## config.mk

```make
export PLATFORM = sky130hd
export DESIGN_NAME = bram_write_sa_flat
export DESIGN_NICKNAME = d
export VERILOG_FILES = /design/src/rtl/bram_write_sa_if.sv /design/src/rtl/bram_write_sa.sv /design/src/flat_wrapper.sv
export SDC_FILE = /design/constraint.sdc
export NUM_CORES = 1
export LEC_CHECK = 0
export CELL_PAD_IN_SITES_DETAIL_PLACEMENT = 1
export CELL_PAD_IN_SITES_GLOBAL_PLACEMENT = 2
export CORE_MARGIN = 2
export CORE_UTILIZATION = 21
export CTS_CLUSTER_SIZE = 14
export DETAILED_ROUTE_END_ITERATION = 8
export PLACE_DENSITY_LB_ADDON = 0.1
export SYNTH_ARGS = -nofsm -noshare
export SYNTH_HDL_FRONTEND = slang
export SYNTH_SLANG_ARGS = --single-unit
```

## constraint.sdc

```tcl
create_clock -name clk -period 2.4 [get_ports clk]
set_input_delay 0.36 -clock clk [delete_from_list [all_inputs] [get_ports clk]]
set_output_delay 0.36 -clock clk [all_outputs]
set_load 0.02 [all_outputs]
```

## src/rtl/bram_write_sa_if.sv

```systemverilog
// ---------------------------------------------------------------------------
// bram_write_sa_if
// Bundles the result-beat stream and the BRAM_CTRLW write port of
// bram_write_sa into one interface.
//   Stream : in_valid, in_ready, in_addr[12:0], in_data[31:0]
//   BRAM   : clka, rsta, ena, addra[31:0], dina[31:0], wea[3:0], douta[31:0]
// Modports:
//   master - the writer block: consumes the stream, masters the BRAM port.
//   slave  - the environment: produces the stream, sits behind the BRAM port.
// ---------------------------------------------------------------------------
interface bram_write_sa_if;
    logic        in_valid;
    logic        in_ready;
    logic [12:0] in_addr;
    logic [31:0] in_data;
    logic        clka;
    logic        rsta;
    logic        ena;
    logic [31:0] addra;
    logic [31:0] dina;
    logic [3:0]  wea;
    logic [31:0] douta;

    modport master (
        input  in_valid, in_addr, in_data, douta,
        output in_ready, clka, rsta, ena, addra, dina, wea
    );

    modport slave (
        output in_valid, in_addr, in_data, douta,
        input  in_ready, clka, rsta, ena, addra, dina, wea
    );
endinterface

```

## src/rtl/bram_write_sa.sv

```systemverilog
// ---------------------------------------------------------------------------
// bram_write_sa
// Writes a frame of systolic-array result words into a result BRAM through a
// BRAM_CTRL-style master port. Each accepted beat becomes one BRAM write on
// the following cycle; beats whose address is outside the BRAM are accepted
// and dropped. A frame ends after NUM_WORDS accepted beats, and done pulses
// for one cycle (the cycle carrying the final write).
// Ports:
//   clk, rst          - system clock, asynchronous active-high reset
//   start             - arms a frame (only honoured while idle)
//   bus (master)      - stream in_valid/in_ready/in_addr/in_data and BRAM port
//   busy              - high while a frame is running
//   done              - one-cycle end-of-frame pulse
//   wr_count          - words written in the current frame
//   drop_count        - out-of-range beats dropped in the current frame
//   oob_err           - sticky out-of-range flag for the current frame
// ---------------------------------------------------------------------------
module bram_write_sa #(
    parameter int unsigned NUM_WORDS = 7056,
    parameter int unsigned MAX_WORDS = 7056,
    parameter bit          ZERO_MSB  = 1'b1
) (
    input  logic                  clk,
    input  logic                  rst,
    input  logic                  start,
    bram_write_sa_if.master       bus,
    output logic                  busy,
    output logic                  done,
    output logic [12:0]           wr_count,
    output logic [12:0]           drop_count,
    output logic                  oob_err
);

    typedef enum logic [1:0] {
        ST_IDLE = 2'd0,
        ST_RUN  = 2'd1,
        ST_DONE = 2'd2
    } state_t;

    state_t      r_state;
    logic        r_in_ready;
    logic        r_busy;
    logic        r_done;
    logic        r_ena;
    logic [3:0]  r_wea;
    logic [31:0] r_addra;
    logic [31:0] r_dina;
    logic [12:0] r_wr_count;
    logic [12:0] r_drop_count;
    logic        r_oob_err;

    logic        w_accept;
    logic        w_in_range;
    logic [13:0] w_beats_next;
    logic        w_frame_last;
    logic        w_unused_douta;

    // Results are 3-byte packed unless the top byte is explicitly kept.
    function automatic logic [31:0] pack_dina(input logic [31:0] data);
        if (ZERO_MSB) begin
            return {8'h00, data[23:0]};
        end else begin
            return data;
        end
    endfunction

    assign w_accept     = bus.in_valid & r_in_ready;
    assign w_in_range   = ({19'd0, bus.in_addr} < 32'(MAX_WORDS));
    // Both counters already include every earlier accepted beat, so this is
    // the running beat total including the one on the bus right now.
    assign w_beats_next = {1'b0, r_wr_count} + {1'b0, r_drop_count} + 14'd1;
    assign w_frame_last = (w_beats_next == 14'(NUM_WORDS));
    assign w_unused_douta = ^bus.douta;

    // Frame FSM, one-deep write pipeline and frame counters.
    always_ff @(posedge clk or posedge rst) begin
        if (rst) begin
            r_state      <= ST_IDLE;
            r_in_ready   <= 1'b0;
            r_busy       <= 1'b0;
            r_done       <= 1'b0;
            r_ena        <= 1'b0;
            r_wea        <= 4'b0000;
            r_addra      <= 32'd0;
            r_dina       <= 32'd0;
            r_wr_count   <= 13'd0;
            r_drop_count <= 13'd0;
            r_oob_err    <= 1'b0;
        end else begin
            // A write lasts exactly one cycle unless a new beat re-arms it.
            r_ena  <= 1'b0;
            r_wea  <= 4'b0000;
            r_done <= 1'b0;
            case (r_state)
                ST_IDLE: begin
                    if (start) begin
                        r_state      <= ST_RUN;
                        r_in_ready   <= 1'b1;
                        r_busy       <= 1'b1;
                        r_wr_count   <= 13'd0;
                        r_drop_count <= 13'd0;
                        r_oob_err    <= 1'b0;
                    end else begin
                        r_in_ready <= 1'b0;
                        r_busy     <= 1'b0;
                    end
                end
                ST_RUN: begin
                    if (w_accept) begin
                        if (w_in_range) begin
                            r_ena      <= 1'b1;
                            r_wea      <= 4'b1111;
                            r_addra    <= {19'd0, bus.in_addr, 2'b00};
                            r_dina     <= pack_dina(bus.in_data);
                            // Counted now so it is visible in the write cycle.
                            r_wr_count <= r_wr_count + 13'd1;
                        end else begin
                            r_drop_count <= r_drop_count + 13'd1;
                            r_oob_err    <= 1'b1;
                        end
                        if (w_frame_last) begin
                            r_state    <= ST_DONE;
                            r_in_ready <= 1'b0;
                            r_busy     <= 1'b0;
                            r_done     <= 1'b1;
                        end
                    end
                end
                ST_DONE: begin
                    r_state <= ST_IDLE;
                end
                default: begin
                    r_state    <= ST_IDLE;
                    r_in_ready <= 1'b0;
                    r_busy     <= 1'b0;
                end
            endcase
        end
    end

    assign bus.in_ready = r_in_ready;
    assign bus.clka     = clk;
    assign bus.rsta     = rst;
    assign bus.ena      = r_ena;
    assign bus.wea      = r_wea;
    assign bus.addra    = r_addra;
    assign bus.dina     = r_dina;
    assign busy         = r_busy;
    assign done         = r_done;
    assign wr_count     = r_wr_count;
    assign drop_count   = r_drop_count;
    assign oob_err      = r_oob_err;

endmodule

```

## src/flat_wrapper.sv

```systemverilog
// flat-port wrapper written by rule: the top's interface ports become plain ports
module bram_write_sa_flat 
#(
    parameter int unsigned NUM_WORDS = 7056,
    parameter int unsigned MAX_WORDS = 7056,
    parameter bit          ZERO_MSB  = 1'b1
)
  (clk, rst, start, busy, done, wr_count, drop_count, oob_err, bus_in_valid, bus_in_addr, bus_in_data, bus_douta, bus_in_ready, bus_clka, bus_rsta, bus_ena, bus_addra, bus_dina, bus_wea);
  bram_write_sa_if bus_i ();
  input  logic clk;
  input  logic rst;
  input  logic start;
  output logic busy;
  output logic done;
  output logic [12:0] wr_count;
  output logic [12:0] drop_count;
  output logic oob_err;
  input wire logic [$bits(bus_i.in_valid)-1:0] bus_in_valid;
  input wire logic [$bits(bus_i.in_addr)-1:0] bus_in_addr;
  input wire logic [$bits(bus_i.in_data)-1:0] bus_in_data;
  input wire logic [$bits(bus_i.douta)-1:0] bus_douta;
  output wire logic [$bits(bus_i.in_ready)-1:0] bus_in_ready;
  output wire logic [$bits(bus_i.clka)-1:0] bus_clka;
  output wire logic [$bits(bus_i.rsta)-1:0] bus_rsta;
  output wire logic [$bits(bus_i.ena)-1:0] bus_ena;
  output wire logic [$bits(bus_i.addra)-1:0] bus_addra;
  output wire logic [$bits(bus_i.dina)-1:0] bus_dina;
  output wire logic [$bits(bus_i.wea)-1:0] bus_wea;
  assign bus_i.in_valid = bus_in_valid;
  assign bus_i.in_addr = bus_in_addr;
  assign bus_i.in_data = bus_in_data;
  assign bus_i.douta = bus_douta;
  assign bus_in_ready = bus_i.in_ready;
  assign bus_clka = bus_i.clka;
  assign bus_rsta = bus_i.rsta;
  assign bus_ena = bus_i.ena;
  assign bus_addra = bus_i.addra;
  assign bus_dina = bus_i.dina;
  assign bus_wea = bus_i.wea;
  bram_write_sa #(.NUM_WORDS(NUM_WORDS), .MAX_WORDS(MAX_WORDS), .ZERO_MSB(ZERO_MSB)) u_core (.clk(clk), .rst(rst), .start(start), .bus(bus_i), .busy(busy), .done(done), .wr_count(wr_count), .drop_count(drop_count), .oob_err(oob_err));
endmodule
```

==> results.md <==
- IO Pins: 182
- Core area: 0.01858 mm^2
- Max VDD drop: 331.5 uV
- Initial antenna violation count: 0
- Vias: 3716
- R2R setup slack: 0.07 ns
- Width of the die: 140.9 um
- IO buf count: 114
- Switching portion of total power: 0.3348
- Worst setup path class: register to register
- Crit path buffers/inverters: 2
- Post-synthesis cell count: 451
- Starting Density: 0.2119
- Synth Area in XOR/XNOR: 0.04226
- CTS tree: built
- Psw: 1.690 mW
- Area contributors post-synth: dfrtp_1, nand2_1, buf_4
- Mux cell area share after synthesis: 0.008262
- Cells on worst reg2reg path: 9
- Gr usage total: 0.1417
- Largest net degree at the start of global routing: 70
- Worst endpoint required time: 2.72 ns
- Largest family of logic cells by synthesized area: simple AND/OR/NAND/NOR gates
- Die Y: 140.9 um
- Status: completed
- Final Critical Period: 2.332 ns
- EDFF count, synth: 0
- Cell mode on critical path: a211oi_2
- Crit path DAT: 2.66 ns
- Max_slew headroom: 0.5325
- Synth top area share: 0.4385
- Cell variety after synth: 54
- GPL Wtd Cong: 0.8052
- Pwr dens: 804.5 mW/mm^2
- Cell area after synthesis: 0.003938 mm^2
- Simple-gate portion of the synthesized area: 0.2539
- Worst-Skew Late Latency: 0.45 ns
- Levels on crit path: 9
- WL/cell: 16.02 um
- Post-synthesis area per instance: 8.731 um^2
- Drc violations: 0
- R2r startpoint: u_core.wr_count[6]
- Final setup viols: 0
- Most frequent cells after synthesis: nand2_1, dfrtp_1, buf_4
- Yosys warns: 0
- Async SR Flop Fraction: 1.000
- Area share of fa/ha/maj cells after synthesis: 0.04766
- Count leader, synth: nand2_1
- Sequential fraction of the synthesis area: 0.4385
- Fin. Hold Viols: 0
- Total Power: 5.047 mW
- Achievable Freq: 428.7 MHz
- Clock power share: 0.354
- Final nets: 717
- ANT cells: 0
- Final wirelength: 13770 um
- First-pass GRT wire length: 21600 um
- TritonRoute pass-1 iters: 4
- Die area: 0.01986 mm^2
- Worst r2r dst: u_core.r_state[0]
- Crit path largest cell delay: 0.51 ns
- Worst-margin pin slew: 0.6958 ns
- Slew Viols, Final: 0
- Kind of end point of the critical path: register
- Avg Vias per Cell: 4.321
- CP top delay family: simple AND/OR/NAND/NOR gates
- Share of post-route cells with drive strength above 1: 0.1965
- Crit path cell chain: ha_1 > buf_4 > nand2_1 > o21a_1 > a211oi_2 > or4_1 > buf_4 > a211oi_2 > a211oi_2
- Clk pin slew, worst setup/hold paths: 0.06 ns
- Area Overhead vs Synth: 59.33%
- Worst Path Max Fanout: 5
- Row cnt: 50
- Int Power: 3.358 mW
- Max-cap violations: 0
- Post-Route Setup TNS: 0 ns
- Origin of the worst setup path: u_core.wr_count[6]
- Type of origin of the critical path: register
- Leak Pwr: 2.824 nW
- Violation count after the first detailed-route iteration: 99
- Critical-path top delay cell: or4_1
- GRT Residual Overflow: 0
- Sequential share of power: 0.298
- Synthesis-stage register bit count: 69
- Hold Path Class: input pin to asynchronous set/reset pin
- Crit path to: u_core.r_state[0]
- Logic pwr share: 0.348
- Layout Skew: 0.004732 ns
- Complex-gate fraction of the synthesized area: 0.1233
- Post-route ant nets: 0
- Post-DP HPWL: 10400 um
- Most used DFF post-synth: dfrtp_1
- Largest area contributor in the netlist: dfrtp_1
- Period utilization: 0.9719
- Vias in the first global route: 3925
## layer usage
layer  up-vias  GRT usage  share of wire  wire (um)
li1       1821          -              -          -
met1      1795     0.1891           0.49       6729
met4         0    0.05421          0.015        205
met2        88     0.2254           0.46       6356
met3        12    0.03023          0.035        481
met5         -          0              0          0
## timing repair
item | CTS | global route
pin swaps | 1 | 7
setup buffers | 0 | 3
gates resized for setup | 9 | 31
endpoints found under the hold margin | 0 | 0
setup endpoints to repair | 3 | 5
hold buffers | 0 | 0
## worst min-delay path, stage by stage
cell and delay [ns]:
clkdlybuf4s50_1 0.44, inv_2 0.08, buf_12 0.33
## state kept, by name (all words and copies together) (netlist names)
signal and cells:
u_core.bus.addra 13, u_core.bus.dina 24, u_core.wr_count 13, u_core.r_state 2
u_core.bus.wea 1, u_core.oob_err 1, u_core.drop_count 13, u_core.bus.in_ready 1
u_core.done 1
## worst min path at each step
stage | end
after global placement | u_core.bus.dina[23]
final | u_core.bus.dina[3]
after CTS | u_core.bus.dina[3]
after floorplan | u_core.bus.addra[10]
after global routing | u_core.bus.dina[3]
after detailed placement | u_core.bus.dina[16]
## power by group through the flow
stage               Sequential, mW  Clock, mW  Combinational (mW)
floorplan                     1.81     0.0487               0.549
global placement              1.51     0.0560                1.66
detailed placement            1.52     0.0560                1.68
CTS                           1.50       1.84                1.70
global route                  1.54       1.90                1.92
finish                        1.50       1.79                1.76
## cell usage in the layout (no fill, tap or decap), drive strengths merged, types with 12 or more instances in the layout
cell / instances
nand2: 130
xor2: 12
dfrtp: 69
buf: 61
nor2: 30
o21ai: 20
ha: 15
clkdlybuf4s50: 114
conb: 27
clkbuf: 12
## cell families after synthesis
kind of cell,Yosys count
and+or+nand+nor,223
muxes,3
adders and majority gates,15
other,1
DFF,69
AOI/OAI and AO/OA,67
xor gates and xnor gates,19
buffers and inverters,54
## metrics by stage
step           setup WS (ns)  std cells  utilization  hold WS, ns  instance area [um^2]
6_report             0.06755        860       0.3376       0.3388                  6274
5_1_grt             -0.01563        860       0.3376       0.3505                  6274
4_1_cts            0.0009703        857       0.3270       0.3639                  6076
3_5_place_dp         -0.1716        838       0.3037       0.4695                  5643
3_3_place_gp         -0.1158        838       0.3037       0.4575                  5643
2_1_floorplan       0.006679        477            -       0.4654                  4041
## area by class of cell
class | count | area (um^2)
clock inverters | 7 | 97.59
inverters | 9 | 33.78
clock buffers | 13 | 310.3
multi-input cells | 354 | 2197
flip-flops and latches | 69 | 1728
repair buffers | 174 | 1614
well taps | 234 | 292.8
fillers | 2129 | 12310
(Power assumes the default switching activity.)
